<file path="config.mk">
export PLATFORM = sky130hd
export DESIGN_NAME = sram_bist_ctrl_flat
export DESIGN_NICKNAME = d
export VERILOG_FILES = /design/src/rtl/sram_bist_ctrl_if.sv /design/src/rtl/sram_bist_ctrl.sv /design/src/flat_wrapper.sv
export SDC_FILE = /design/constraint.sdc
export NUM_CORES = 1
export LEC_CHECK = 0
export BUFFER_PORTS_ARGS = -buffer_cell sky130_fd_sc_hd__buf_2
export CORE_MARGIN = 2
export CORE_UTILIZATION = 50
export DETAILED_ROUTE_END_ITERATION = 16
export PLACE_DENSITY = 0.74
export SYNTH_ARGS = -nofsm -noshare
export SYNTH_HDL_FRONTEND = slang
export SYNTH_SLANG_ARGS = --single-unit
</file>
<file path="constraint.sdc">
create_clock -name RW0_clk -period 8.1 [get_ports RW0_clk]
set_input_delay 1.215 -clock RW0_clk [delete_from_list [all_inputs] [get_ports RW0_clk]]
set_output_delay 1.215 -clock RW0_clk [all_outputs]
set_load 0.05 [all_outputs]
</file>
<file path="src/rtl/sram_bist_ctrl_if.sv">
// RW0 single-port SRAM bundle: the test initiator drives the request side and the wrapper
// returns registered read data.
interface sram_bist_ctrl_if #(
  parameter int ADDR_W = 12,
  parameter int DATA_W = 16
);
  logic [ADDR_W-1:0] RW0_addr;
  logic              RW0_en;
  logic              RW0_wmode;
  logic [DATA_W-1:0] RW0_wdata;
  logic [DATA_W-1:0] RW0_rdata;

  modport master (output RW0_addr, RW0_en, RW0_wmode, RW0_wdata, input RW0_rdata);
  modport slave  (input RW0_addr, RW0_en, RW0_wmode, RW0_wdata, output RW0_rdata);
endinterface

</file>
<file path="src/rtl/sram_bist_ctrl.sv">
// March C- BIST initiator on RW0: one op per cycle, reads checked RD_LAT cycles after issue, no backpressure.
// SRAM_BIST_CHECKERBOARD_EN adds a second back-to-back pass with a 0101.. background.
module sram_bist_ctrl #(
  parameter int ADDR_W = 12,
  parameter int DATA_W = 16,
  parameter int RD_LAT = 2
) (
  input  logic              RW0_clk,
  input  logic              rst,
  input  logic              start,
  output logic              busy,
  output logic              done,
  output logic              pass,
  output logic [15:0]       fail_cnt,
  output logic [ADDR_W-1:0] fail_addr,
  output logic [2:0]        fail_elem,
  output logic [DATA_W-1:0] fail_exp,
  output logic [DATA_W-1:0] fail_act,
  sram_bist_ctrl_if.master  rw0
);
  typedef enum logic [1:0] {IDLE, RUN, DRAIN, DONE} state_t;

  typedef struct packed {
    logic              vld;
    logic [ADDR_W-1:0] addr;
    logic [2:0]        elem;
    logic [DATA_W-1:0] exp;
  } cmp_t;

  localparam logic [ADDR_W-1:0] ADDR_MAX = {ADDR_W{1'b1}};
  localparam logic [DATA_W-1:0] BG_CB    = {(DATA_W/2){2'b01}};
  localparam int                DW       = (RD_LAT > 1) ? $clog2(RD_LAT) : 1;
`ifdef SRAM_BIST_CHECKERBOARD_EN
  localparam logic LAST_PASS = 1'b1;
`else
  localparam logic LAST_PASS = 1'b0;
`endif

  state_t            state_q, state_d;
  logic [2:0]        elem_q, elem_d;
  logic [ADDR_W-1:0] addr_q, addr_d;
  logic              ph_q, ph_d;
  logic              pas_q, pas_d;
  logic [DW-1:0]     drn_q, drn_d;
  logic [DATA_W-1:0] wdata_q;
  cmp_t              cp_q [RD_LAT];

  logic              run_c, cur_wr_c, down_c, two_op_c, last_addr_c;
  logic              nxt_wr_c, mis_c;
  logic [DATA_W-1:0] cur_exp_c, nxt_wdat_c;

  function automatic logic [DATA_W-1:0] bg(input logic p);
    return p ? BG_CB : '0;
  endfunction

  function automatic logic [ADDR_W-1:0] elem_first(input logic [2:0] e);
    return (e == 3'd3 || e == 3'd4) ? ADDR_MAX : '0;
  endfunction

  always_ff @(posedge RW0_clk or posedge rst) begin
    if (rst) begin
      state_q <= IDLE;
      elem_q  <= '0;
      addr_q  <= '0;
      ph_q    <= 1'b0;
      pas_q   <= 1'b0;
      drn_q   <= '0;
      wdata_q <= '0;
    end else begin
      state_q <= state_d;
      elem_q  <= elem_d;
      addr_q  <= addr_d;
      ph_q    <= ph_d;
      pas_q   <= pas_d;
      drn_q   <= drn_d;
      wdata_q <= rw0.RW0_wdata;
    end
  end

  always_comb begin
    state_d     = state_q;
    elem_d      = elem_q;
    addr_d      = addr_q;
    ph_d        = ph_q;
    pas_d       = pas_q;
    drn_d       = drn_q;
    down_c      = (elem_q == 3'd3) || (elem_q == 3'd4);
    two_op_c    = (elem_q != 3'd0) && (elem_q != 3'd5);
    last_addr_c = down_c ? (addr_q == '0) : (addr_q == ADDR_MAX);
    unique case (state_q)
      IDLE, DONE: begin
        if (start) begin
          state_d = RUN;
          elem_d  = '0;
          addr_d  = '0;
          ph_d    = 1'b0;
          pas_d   = 1'b0;
        end
      end
      RUN: begin
        if (two_op_c && !ph_q) begin
          ph_d = 1'b1;
        end else begin
          ph_d = 1'b0;
          if (!last_addr_c) begin
            addr_d = down_c ? addr_q - 1'b1 : addr_q + 1'b1;
          end else if (elem_q != 3'd5) begin
            elem_d = elem_q + 3'd1;
            addr_d = elem_first(elem_q + 3'd1);
          end else if (pas_q != LAST_PASS) begin
            // next pass follows immediately; in-flight compares keep draining
            pas_d  = 1'b1;
            elem_d = '0;
            addr_d = '0;
          end else begin
            state_d = DRAIN;
            drn_d   = '0;
          end
        end
      end
      DRAIN: begin
        if (drn_q == DW'(RD_LAT - 1)) state_d = DONE;
        else                          drn_d   = drn_q + 1'b1;
      end
      default: ;
    endcase
  end

  // element symbols: odd elements write ~B, elements 2 and 4 read ~B
  assign run_c      = (state_q == RUN);
  assign cur_wr_c   = (elem_q == 3'd0) || ph_q;
  assign cur_exp_c  = (elem_q == 3'd2 || elem_q == 3'd4) ? ~bg(pas_q) : bg(pas_q);
  assign nxt_wr_c   = (state_d == RUN) && ((elem_d == 3'd0) || ph_d);
  assign nxt_wdat_c = elem_d[0] ? ~bg(pas_d) : bg(pas_d);

  // wdata runs one cycle ahead to line up with the wrapper's input data register
  assign rw0.RW0_en    = run_c;
  assign rw0.RW0_wmode = run_c && cur_wr_c;
  assign rw0.RW0_addr  = addr_q;
  assign rw0.RW0_wdata = nxt_wr_c ? nxt_wdat_c : wdata_q;

  always_ff @(posedge RW0_clk or posedge rst) begin
    if (rst) begin
      for (int i = 0; i < RD_LAT; i++) cp_q[i] <= '0;
    end else begin
      cp_q[0] <= '{vld: run_c && !cur_wr_c, addr: addr_q, elem: elem_q, exp: cur_exp_c};
      for (int i = 1; i < RD_LAT; i++) cp_q[i] <= cp_q[i-1];
    end
  end

  assign mis_c = cp_q[RD_LAT-1].vld && (rw0.RW0_rdata != cp_q[RD_LAT-1].exp);

  always_ff @(posedge RW0_clk or posedge rst) begin
    if (rst) begin
      fail_cnt  <= '0;
      fail_addr <= '0;
      fail_elem <= '0;
      fail_exp  <= '0;
      fail_act  <= '0;
    end else if ((state_q == IDLE || state_q == DONE) && start) begin
      fail_cnt  <= '0;
      fail_addr <= '0;
      fail_elem <= '0;
      fail_exp  <= '0;
      fail_act  <= '0;
    end else if (mis_c) begin
      if (fail_cnt == '0) begin
        fail_addr <= cp_q[RD_LAT-1].addr;
        fail_elem <= cp_q[RD_LAT-1].elem;
        fail_exp  <= cp_q[RD_LAT-1].exp;
        fail_act  <= rw0.RW0_rdata;
      end
      if (fail_cnt != 16'hFFFF) fail_cnt <= fail_cnt + 16'd1;
    end
  end

  assign busy = (state_q == RUN) || (state_q == DRAIN);
  assign done = (state_q == DONE);
  assign pass = done && (fail_cnt == '0);
endmodule

</file>
<file path="src/flat_wrapper.sv">
// flat-port wrapper written by rule: the top's interface ports become plain ports
module sram_bist_ctrl_flat 
#(
  parameter int ADDR_W = 12,
  parameter int DATA_W = 16,
  parameter int RD_LAT = 2
)
  (RW0_clk, rst, start, busy, done, pass, fail_cnt, fail_addr, fail_elem, fail_exp, fail_act, rw0_RW0_addr, rw0_RW0_en, rw0_RW0_wmode, rw0_RW0_wdata, rw0_RW0_rdata);
  sram_bist_ctrl_if #(.ADDR_W(ADDR_W), .DATA_W(DATA_W)) rw0_i ();
  input  logic RW0_clk;
  input  logic rst;
  input  logic start;
  output logic busy;
  output logic done;
  output logic pass;
  output logic [15:0] fail_cnt;
  output logic [ADDR_W-1:0] fail_addr;
  output logic [2:0] fail_elem;
  output logic [DATA_W-1:0] fail_exp;
  output logic [DATA_W-1:0] fail_act;
  output wire logic [$bits(rw0_i.RW0_addr)-1:0] rw0_RW0_addr;
  output wire logic [$bits(rw0_i.RW0_en)-1:0] rw0_RW0_en;
  output wire logic [$bits(rw0_i.RW0_wmode)-1:0] rw0_RW0_wmode;
  output wire logic [$bits(rw0_i.RW0_wdata)-1:0] rw0_RW0_wdata;
  input wire logic [$bits(rw0_i.RW0_rdata)-1:0] rw0_RW0_rdata;
  assign rw0_RW0_addr = rw0_i.RW0_addr;
  assign rw0_RW0_en = rw0_i.RW0_en;
  assign rw0_RW0_wmode = rw0_i.RW0_wmode;
  assign rw0_RW0_wdata = rw0_i.RW0_wdata;
  assign rw0_i.RW0_rdata = rw0_RW0_rdata;
  sram_bist_ctrl #(.ADDR_W(ADDR_W), .DATA_W(DATA_W), .RD_LAT(RD_LAT)) u_core (.RW0_clk(RW0_clk), .rst(rst), .start(start), .busy(busy), .done(done), .pass(pass), .fail_cnt(fail_cnt), .fail_addr(fail_addr), .fail_elem(fail_elem), .fail_exp(fail_exp), .fail_act(fail_act), .rw0(rw0_i));
endmodule
</file>
==> run summary, run 1 <==
CP max-delay cell - nor3_2
grt total ovfl - 0
post-synthesis cell count - 499
I/O Buffers - 114
Mapped Nets - 539
Routed Antenna Nets - 0
global-route wire length before repair - 19100 um
CTS tree - built
post-cts sizing count - 0
fin util - 0.620
Critical Path End Type - primary output
Clk pwr share - 0.348
final setup fails - 0
synthesized area - 5500 sq um
Worst-Skew Late Latency - 510 ps
# hold bufs at CTS - 0
Setup WS pre-CTS - 3340 ps
RR Startpoint - u_core.elem_q[0]
Hold Path Sink - u_core.cp_q[21]
RSZ-0062 raised after global routing - no
synth top area cells - dfrtp_1 55%, mux2i_1 6.0%, ha_1 4.5%
yosys warns - 0
vias in the first global route - 3940
io pins - 115
hold path start - u_core.cp_q[53]
Synth Register Bits - 121
Critical Path RT - 6880 ps
Detailed Route WL - 11700 um
Pwr Density - 327 nW/um^2
crit path time final - 5020 ps
number of flops mapped to enable cells by yosys - 0
Sw Pwr - 0.878 mW
Total Power - 2.19 mW
Rows - 38
Static Leak - 3.35 nW
Top FF cell, synth - dfrtp_1
Netlist cell types - 52
max_cap viols - 0
total core area - 10800 sq um
largest stage delay on the critical path - 460 ps
gr usage total - 0.210
Root Buffer - clkbuf_8
drt first pass iters - 4
GPL Wtd Cong - 0.854
top routing layer used - met4
Comb pwr share - 0.302
hold_ws - 348 ps
Yosys top cell area share - 0.550
met2 WL - 5890 um
sequential cell area fraction in the yosys report - 0.550
Worst setup SP type - register
clock skew - 8.53 ps
Async SR Flop Fraction - 1.00
CP Class - reg2out
worst slew pin tran - 1230 ps
CTS sink count - 121
VDD IR-drop max - 0.000263 V
cell internal pwr - 1.31 mW
clock buffer count from CTS - 17
final-stage net count - 642
Hold Vio Cnt, Final - 0
average vias per placed instance - 5.43
initial antenna violation count - 0
post-route setup slack - 3080 ps
synthesized area per cell - 11.0 sq um
wire length on met3 - 668 um
crit-path max FO - 17
worst min path class - reg2reg
share of cells above drive strength 1 - 0.267
fin. max-slew vios - 0
Reg-to-Reg End - u_core.rw0.RW0_addr[11]
DRC viols - 0
# fillers - 842
ant diodes - 0
met1 WL - 5010 um
Cells on Worst Hold Path - 0
height of the die - 109 um
Arrival @ worst endpoint - 3810 ps
postcts setup bufs - 0
fmax - 199 MHz
vias - 4098
sequential power share - 0.350
worst-path cell chain - inv_1 -> ha_1 -> mux2_4 -> nor4_4 -> a31oi_2 -> o22ai_2 -> o21ai_1 -> o31a_1 -> nor3_2 -> a21o_1 -> buf_2
H-Tree Depth - 4
synthesis-to-layout area growth - 21.7%
Critical Path Source - u_core.elem_q[0]
largest net degree at the start of global routing - 76
post-DP HPWL - 7980 um
wire per inst - 15.5 um
Max clock buf depth - 2
status - completed
Die Area - 11900 sq um
Sw Share - 0.400
period utilisation layout - 0.620
max_slew headroom - 0.180
Initial Utilization - 0.510
CTS clock-pin slew for the worst setup and hold paths - 60 ps
Reg2Reg Depth - 12
Synth area leader - dfrtp_1
Die Width - 109 um
flop-to-flop setup slack - 4830 ps
TNS Setup - 0 ps
DR iter-0 viols - 291
==> worst max path at each step <==
stage | endpoint | slack, ps | depth (start not counted)
global route | rw0_RW0_wdata[13] | 2820 | 11
detailed placement | rw0_RW0_wdata[10] | 3340 | 8
floorplan | u_core.cp_q[13] | 3670 | 1
global placement | rw0_RW0_wdata[12] | 3440 | 8
finish | rw0_RW0_wdata[10] | 3080 | 11
CTS | rw0_RW0_wdata[10] | 3080 | 11
==> logic make-up (layout without fill, tap and decap cells) <==
group | after synthesis | in the layout | synth area share
compound gates | 79 | 79 | 0.0987
xor+xnor | 24 | 24 | 0.0382
fa+ha+maj | 21 | 21 | 0.0491
buf+inv | 54 | 170 | 0.0484
flops | 121 | 121 | 0.550
mux | 36 | 36 | 0.0669
simple gates | 164 | 164 | 0.148
==> Yosys cell counts, types with 2 or more instances <==
library cell	number
o21ai_1	2
mux2_2	2
inv_1	23
a21o_1	13
nor2b_1	4
a211oi_1	2
o21ai_0	12
nand3_1	11
or2_2	5
or4_1	2
xor2_1	3
mux2i_1	33
xnor2_1	21
a21oi_1	11
nand2b_1	3
nand2_1	20
a22o_1	8
ha_1	20
buf_4	14
nand4_1	12
nor2_1	66
buf_2	3
or3_1	2
o31ai_1	3
a31oi_1	8
nor3_1	16
dfrtp_1	121
o21a_1	12
nor4_1	9
and3_1	4
clkbuf_1	13
==> stage by stage <==
| step | std cells | cell area [sq um] |
|---|---|---|
| global placement | 723 | 6080 |
| detailed placement | 723 | 6080 |
| CTS | 755 | 6700 |
| global route | 755 | 6700 |
| floorplan | 499 | 5500 |
| finish | 755 | 6700 |
==> power groups by stage <==
stage	combinational (mW)	sequential (mW)	clock (mW)
5_1_grt	0.702	0.780	0.809
3_5_place_dp	0.667	0.777	0
2_1_floorplan	0.244	1.07	0
3_3_place_gp	0.661	0.773	0
4_1_cts	0.669	0.768	0.774
6_report	0.663	0.767	0.762
==> area by class of cell <==
cell class                      instances  area, sq um  area share
Sequential cell                       121         3030       0.452
Tap cell                              140          175      0.0262
Clock buffer                           19          442      0.0660
Multi-Input combinational cell        324         2210       0.331
Inverter                               23         88.8      0.0133
Clock inverter                         13          170      0.0254
Timing Repair Buffer                  115          578      0.0863
==> layer usage <==
metal  vias up  GRT usage
li1       1934          -
met1      2009      0.273
met2       144      0.339
met3        11     0.0574
met4         0     0.0760
met5         -          0
==> sequential cells by signal, summed over array words and instances (netlist names), 3 cells and up <==
name,count
u_core.rw0.RW0_addr,12
u_core.cp_q,36
u_core.fail_addr,12
u_core.wdata_q,16
u_core.elem_q,3
u_core.fail_cnt,16
u_core.fail_elem,3
u_core.fail_act,16
==> worst max-delay path, delay by kind of cell (launching register included) <==
family                   cells  cell delay, ps
AO/OA/AOI/OAI                5            1040
buffers and inverters        2             400
multiplexers                 1             370
AND/OR/NAND/NOR              2             800
adder cells (fa/ha/maj)      1             250
flip-flops                   1             440
==> cells in the final DEF, fill, tap and decap left out, drive strengths merged, types with 4 or more instances in the layout <==
cell    synthesis  routed
nor2b           4       4
nand4          12      12
inv            23      24
o21ai          14      14
nor2           67      67
buf            18     115
o21a           12      12
a21o           13      13
a21oi          11      11
dfrtp         121     121
a22o            8       8
clkinv          0       6
a31oi           9       9
nor4           10      10
xnor2          21      21
clkbuf         13      19
ha             20      20
mux2i          33      33
and3            4       4
or2             6       6
nor3           17      17
nand2          20      20
nand3          11      11
(Power assumes the default switching activity.)
==> inputs of run 2 (changes only) <==
--- a/config.mk
+++ b/config.mk
@@ -7,9 +7,9 @@
 export LEC_CHECK = 0
 export BUFFER_PORTS_ARGS = -buffer_cell sky130_fd_sc_hd__buf_2
 export CORE_MARGIN = 2
-export CORE_UTILIZATION = 50
+export CORE_UTILIZATION = 49
 export DETAILED_ROUTE_END_ITERATION = 16
-export PLACE_DENSITY = 0.74
+export PLACE_DENSITY = 0.76
 export SYNTH_ARGS = -nofsm -noshare
 export SYNTH_HDL_FRONTEND = slang
 export SYNTH_SLANG_ARGS = --single-unit
==> constraint.sdc (replaced) <==
create_clock -name RW0_clk -period 4.6 [get_ports RW0_clk]
set_input_delay 0.69 -clock RW0_clk [delete_from_list [all_inputs] [get_ports RW0_clk]]
set_output_delay 0.69 -clock RW0_clk [all_outputs]
set_load 0.05 [all_outputs]
==> run 2 against run 1 <==
Global-route usage decreased by 0.23 points. Routed wire length increased by 2.4%. Highest routed layer unchanged. Combinational power increased by 76%. Sequential share of layout area about the same.
==> run summary, run 2 (synthesis gave the netlist of run 1 again) <==
status - completed
drt first pass iters - 4 (unchanged)
commonest non-fill, non-tap cell in the layout - dfrtp_1
Root Buffer - clkbuf_8
H-Tree Depth - 4 (unchanged)
worst min path class - in2async
Max clock buf depth - 2 (unchanged)
final-stage net count - 644 (+0.31%)
VDD IR-drop max - 0.000437 V (+66%)
DRC viols - 0 (unchanged)
CP max-delay cell - or3_4
Static Leak - 3.37 nW (+0.35%)
TNS Setup - 0 ps (unchanged)
Arrival @ worst endpoint - 3710 ps (-100 ps)
Critical Path RT - 3910 ps (-2970 ps)
largest register by flop count - u_core.cp_q
period utilisation layout - 0.957
# hold bufs at CTS - 0 (unchanged)
crit path time final - 4400 ps
worst slew pin tran - 1210 ps (-13.6 ps)
Worst Path Buf+Inv - 2 (unchanged)
height of the die - 110 um (+0.98%)
Detailed Route WL - 12000 um (+2.4%)
max reg flops - 36 (unchanged)
total core area - 10900 sq um (+0.88%)
grt total ovfl - 0 (unchanged)
post-DP HPWL - 8270 um (+3.6%)
Worst setup SP type - register
fmax - 227 MHz
io pins - 115 (unchanged)
RR Startpoint - u_core.elem_q[0]
GPL Wtd Cong - 0.861 (+0.80%)
clock buffer count from CTS - 17 (unchanged)
Initial Utilization - 0.505 (-0.00445)
final setup fails - 0 (unchanged)
CP Class - reg2out
Die Width - 110 um (+0.98%)
RSZ-0062 raised after global routing - no
synthesis-to-layout area growth - 21.7% (about the same)
average vias per placed instance - 5.41 (-0.26%)
worst-path cell chain - inv_1 -> ha_1 -> mux2_4 -> nor4_4 -> a31oi_2 -> o31ai_1 -> a21oi_1 -> o31a_1 -> or3_4 -> o21a_1 -> buf_2
placed instance count - 725 (+0.28%)
CTS tree - built
DR iter-0 viols - 268 (-7.9%)
Hold Vio Cnt, Final - 0 (unchanged)
largest net degree at the start of global routing - 55 (-28%)
wire per inst - 15.8 um (+2.1%)
I/O Buffers - 114 (unchanged)
Post-Layout Cell Count - 757 (+0.26%)
Routed Antenna Nets - 0 (unchanged)
gr usage total - 0.208 (-0.00226)
vias - 4098 (unchanged)
max_cap viols - 0 (unchanged)
CTS clock-pin slew for the worst setup and hold paths - 60 ps (about the same)
share of cells above drive strength 1 - 0.271 (+0.00400)
clock skew - 9.67 ps (+1.14 ps)
largest stage delay on the critical path - 440 ps (-20 ps)
CTS sink count - 121 (unchanged)
Critical Path Source - u_core.elem_q[0]
Die Area - 12100 sq um (+2.0%)
Rows - 38 (unchanged)
commonest cells after routing, fill and taps aside - 121 x dfrtp_1, 114 x buf_2, 64 x nor2_1
initial antenna violation count - 0 (unchanged)
Worst-Skew Late Latency - 510 ps (about the same)
ant diodes - 0 (unchanged)
Crit path max-delay family - compound AO/OA/AOI/OAI gates
vias in the first global route - 3921 (-0.48%)
Critical Path End Type - primary output
Pwr Density - 567 nW/um^2 (+73%)
fin. max-slew vios - 0 (unchanged)
hold_ws - 278 ps (-70.6 ps)
max_slew headroom - 0.189 (+0.00911)
crit-path max FO - 17 (unchanged)
global-route wire length before repair - 19100 um (about the same)
## run 2: final cells by class
type | count | area, sq um
fill | 900 | 4190
sequential | 121 | 3030
multi-input combinational | 324 | 2230
timing repair buffer | 117 | 593
clock buffer | 19 | 432
tap | 140 | 175
clock inverter | 13 | 153
inverter | 23 | 88.8
## run 2: power by group
group	total (mW)	internal, mW	switching [mW]	leakage [nW]
sequential	1.34	1.22	0.120	1.41
combinational	1.17	0.237	0.936	1.67
clock	1.29	0.833	0.453	0.287
total	3.80	2.29	1.51	3.37
## run 2: path summary, 6_finish.rpt
check / slack [ps] / end / depth (start not counted)
hold / removal: 280 / u_core.rw0.RW0_addr[9] / 2
hold reg to reg: 340 / u_core.cp_q[29] / 0
min in group RW0_clk: 340 / u_core.cp_q[29] / 0
setup reg to reg: 1410 / u_core.rw0.RW0_addr[11] / 12
max in group asynchronous: 3390 / u_core.rw0.RW0_addr[10] / 3
setup / recovery: 200 / rw0_RW0_wdata[7] / 11
## run 2: routing by layer
metal | track usage | part of all wire | vias to the layer above
li1 | - | - | 1930
met1 | 0.272 | 0.44 | 2021
met2 | 0.333 | 0.50 | 136
met3 | 0.0569 | 0.055 | 11
met4 | 0.0723 | 0.010 | 0
met5 | 0 | 0 | -
## run 2: what timing repair did
| item | 4_1_cts | 5_1_grt |
|---|---|---|
| endpoints found under the setup margin | 0 | 16 |
| gates resized for setup | 0 | 3 |
| setup buffers | 0 | 0 |
## run 2: per-stage QoR
stage	power [mW]	cell area [sq um]	setup WS (ps)	utilization
floorplan	2.32	5500	696	-
global placement	2.52	6100	872	0.560
detailed placement	2.54	6100	733	0.560
CTS	3.84	6680	139	0.614
global route	3.97	6700	19.7	0.615
finish	3.80	6700	198	0.615
==> inputs of run 3 (changes only) <==
--- a/config.mk
+++ b/config.mk
@@ -6,10 +6,12 @@
 export NUM_CORES = 1
 export LEC_CHECK = 0
 export BUFFER_PORTS_ARGS = -buffer_cell sky130_fd_sc_hd__buf_2
+export CELL_PAD_IN_SITES_DETAIL_PLACEMENT = 2
+export CELL_PAD_IN_SITES_GLOBAL_PLACEMENT = 2
 export CORE_MARGIN = 2
-export CORE_UTILIZATION = 49
+export CORE_UTILIZATION = 32
 export DETAILED_ROUTE_END_ITERATION = 16
-export PLACE_DENSITY = 0.76
+export PLACE_DENSITY_LB_ADDON = 0.1
 export SYNTH_ARGS = -nofsm -noshare
 export SYNTH_HDL_FRONTEND = slang
 export SYNTH_SLANG_ARGS = --single-unit
==> run 3 against run 2 <==
Worst setup slack gained 89 ps. Sequential power is essentially flat. Sequential cell count is the same. Cell count grew 11%. Register-to-register slack lost 50 ps. Global-route usage shrank 3.4 points. Worst hold slack gained 69 ps. Routed wire length grew 25%. Critical endpoint unchanged.
==> run summary, run 3 (synthesis gave the netlist of run 1 again) <==
Critical Path RT - 3910 ps (about the same)
worst min path class - reg2reg
Worst-Skew Late Latency - 410 ps (-100 ps)
final setup fails - 0 (unchanged)
max_slew headroom - 0.288 (+0.0990)
period utilisation layout - 0.938 (-0.0193)
fin. max-slew vios - 0 (unchanged)
height of the die - 135 um (+23%)
Hold Vio Cnt, Final - 0 (unchanged)
CTS clock-pin slew for the worst setup and hold paths - 60 ps (about the same)
GPL Wtd Cong - 0.784 (-8.9%)
DP Area - 6210 sq um (+1.8%)
Pwr Density - 566 nW/um^2 (-0.21%)
Die Area - 18300 sq um (+51%)
Worst Path Buf+Inv - 2 (unchanged)
Initial Utilization - 0.329 (-0.176)
DRC viols - 0 (unchanged)
crit path time final - 4310 ps (-88.7 ps)
grt total ovfl - 0 (unchanged)
Critical Path End Type - primary output
clock buffer count from CTS - 17 (unchanged)
CP max-delay cell - or3_4
Worst setup SP type - register
synthesis-to-layout area growth - 23.9%
Arrival @ worst endpoint - 3620 ps (-90 ps)
CP Class - reg2out
commonest non-fill, non-tap cell in the layout - dfrtp_1
Max clock buf depth - 2 (unchanged)
status - completed
Die Width - 135 um (+23%)
average vias per placed instance - 4.93 (-8.9%)
worst slew pin tran - 1070 ps (-146 ps)
commonest cells after routing, fill and taps aside - 121 x dfrtp_1, 114 x buf_2, 64 x nor2_1
largest stage delay on the critical path - 440 ps (about the same)
gr usage total - 0.174 (-0.0337)
RSZ-0062 raised after global routing - no
post-route setup slack - 287 ps (+88.7 ps)
worst-path cell chain - inv_1 -> ha_1 -> mux2_4 -> nor4_4 -> a31oi_2 -> o31ai_1 -> a21oi_1 -> o31a_1 -> or3_4 -> o21a_1 -> buf_2
clock skew - 8.01 ps (-1.66 ps)
fmax - 232 MHz (+2.1%)
io pins - 115 (unchanged)
Routed Antenna Nets - 0 (unchanged)
fin area - 6820 sq um (+1.8%)
TNS Setup - 0 ps (unchanged)
Rows - 47 (+24%)
Crit path max-delay family - compound AO/OA/AOI/OAI gates
max reg flops - 36 (unchanged)
largest register by flop count - u_core.cp_q
Static Leak - 3.37 nW (+0.21%)
H-Tree Depth - 4 (unchanged)
DR iter-0 viols - 152 (-43%)
share of cells above drive strength 1 - 0.271 (unchanged)
CTS sink count - 121 (unchanged)
Detailed Route WL - 15000 um (+25%)
total core area - 16700 sq um (+53%)
wire per inst - 17.9 um (+13%)
ant diodes - 0 (unchanged)
initial antenna violation count - 0 (unchanged)
Root Buffer - clkbuf_16
post-DP HPWL - 10600 um (+29%)
crit-path max FO - 17 (unchanged)
final-stage net count - 645 (+0.16%)
drt first pass iters - 4 (unchanged)
largest net degree at the start of global routing - 69 (+25%)
global-route wire length before repair - 24600 um (+29%)
vias - 4129 (+0.76%)
vias in the first global route - 4580 (+17%)
max_cap viols - 0 (unchanged)
I/O Buffers - 114 (unchanged)
CTS tree - built
VDD IR-drop max - 0.000264 V (-40%)
Setup WS pre-CTS - 626 ps (-106 ps)
==> run 3: cell count changes in the layout (fill, tap and decap cells not counted), sizes merged <==
| cell | change |
|---|---|
| buf | +1 |
| bufinv | -1 |
| clkbuf | +5 |
| clkinv | -5 |
==> run 3: routing by layer <==
metal	vias to the layer above	track usage	part of all wire
met5	-	0	0
met4	0	0.0579	0.013
met3	15	0.0439	0.039
met2	81	0.305	0.51
met1	2107	0.210	0.43
li1	1926	-	-
==> run 3: worst paths after layout <==
| path | from | endpoint | slack (ps) | cells past startpoint |
|---|---|---|---|---|
| setup reg to reg | u_core.elem_q[0] | u_core.rw0.RW0_addr[11] | 1360 | 12 |
| hold reg to reg | u_core.cp_q[46] | u_core.cp_q[14] | 350 | 0 |
| setup / recovery | u_core.elem_q[0] | rw0_RW0_wdata[7] | 290 | 11 |
| max in group asynchronous | rst | u_core.fail_act[9] | 3200 | 3 |
| hold / removal | u_core.cp_q[46] | u_core.cp_q[14] | 350 | 0 |
| min in group asynchronous | rst | u_core.fail_cnt[2] | 460 | 2 |
==> run 3: stage by stage <==
stage                     hold slack [ps]  cells   util  power (mW)
after floorplan                       331    499      -        2.32
after global placement                333    806  0.372        2.54
after detailed placement              336    806  0.372        2.58
after CTS                             350    837  0.407        3.93
after global routing                  358    837  0.408        4.05
final                                 347    837  0.408        3.86
==> run 3: worst register-to-register path: stages (launching register included) <==
cell      delay (ps)
dfrtp_1          400
inv_1            130
ha_1             260
mux2_4           380
ha_1             330
a211oi_1         250
nor2_1           110
or4_1            470
nand3_1          130
a31oi_1          100
xnor2_1          150
a21o_1           180
a22o_1           220
==> run 3: what timing repair did <==
action	CTS	global route
resized for setup	0	4
endpoints found under the setup margin	0	16
hold buffers	0	0
buffers inserted	0	0
==> run 3: cell type report <==
type	instances	area, sq um
Fill cell	1810	9890
Tap cell	220	275
Multi-Input combinational cell	324	2230
Inverter	23	88.8
Clock buffer	24	502
Clock inverter	7	90.1
Sequential cell	121	3030
Timing Repair Buffer	118	601
==> run 3: report_power, final <==
| group | internal [mW] | switching [mW] | leakage (nW) |
|---|---|---|---|
| clock network | 0.863 | 0.458 | 0.288 |
| logic | 0.238 | 0.959 | 1.67 |
| registers | 1.22 | 0.120 | 1.41 |
| total | 2.32 | 1.54 | 3.37 |
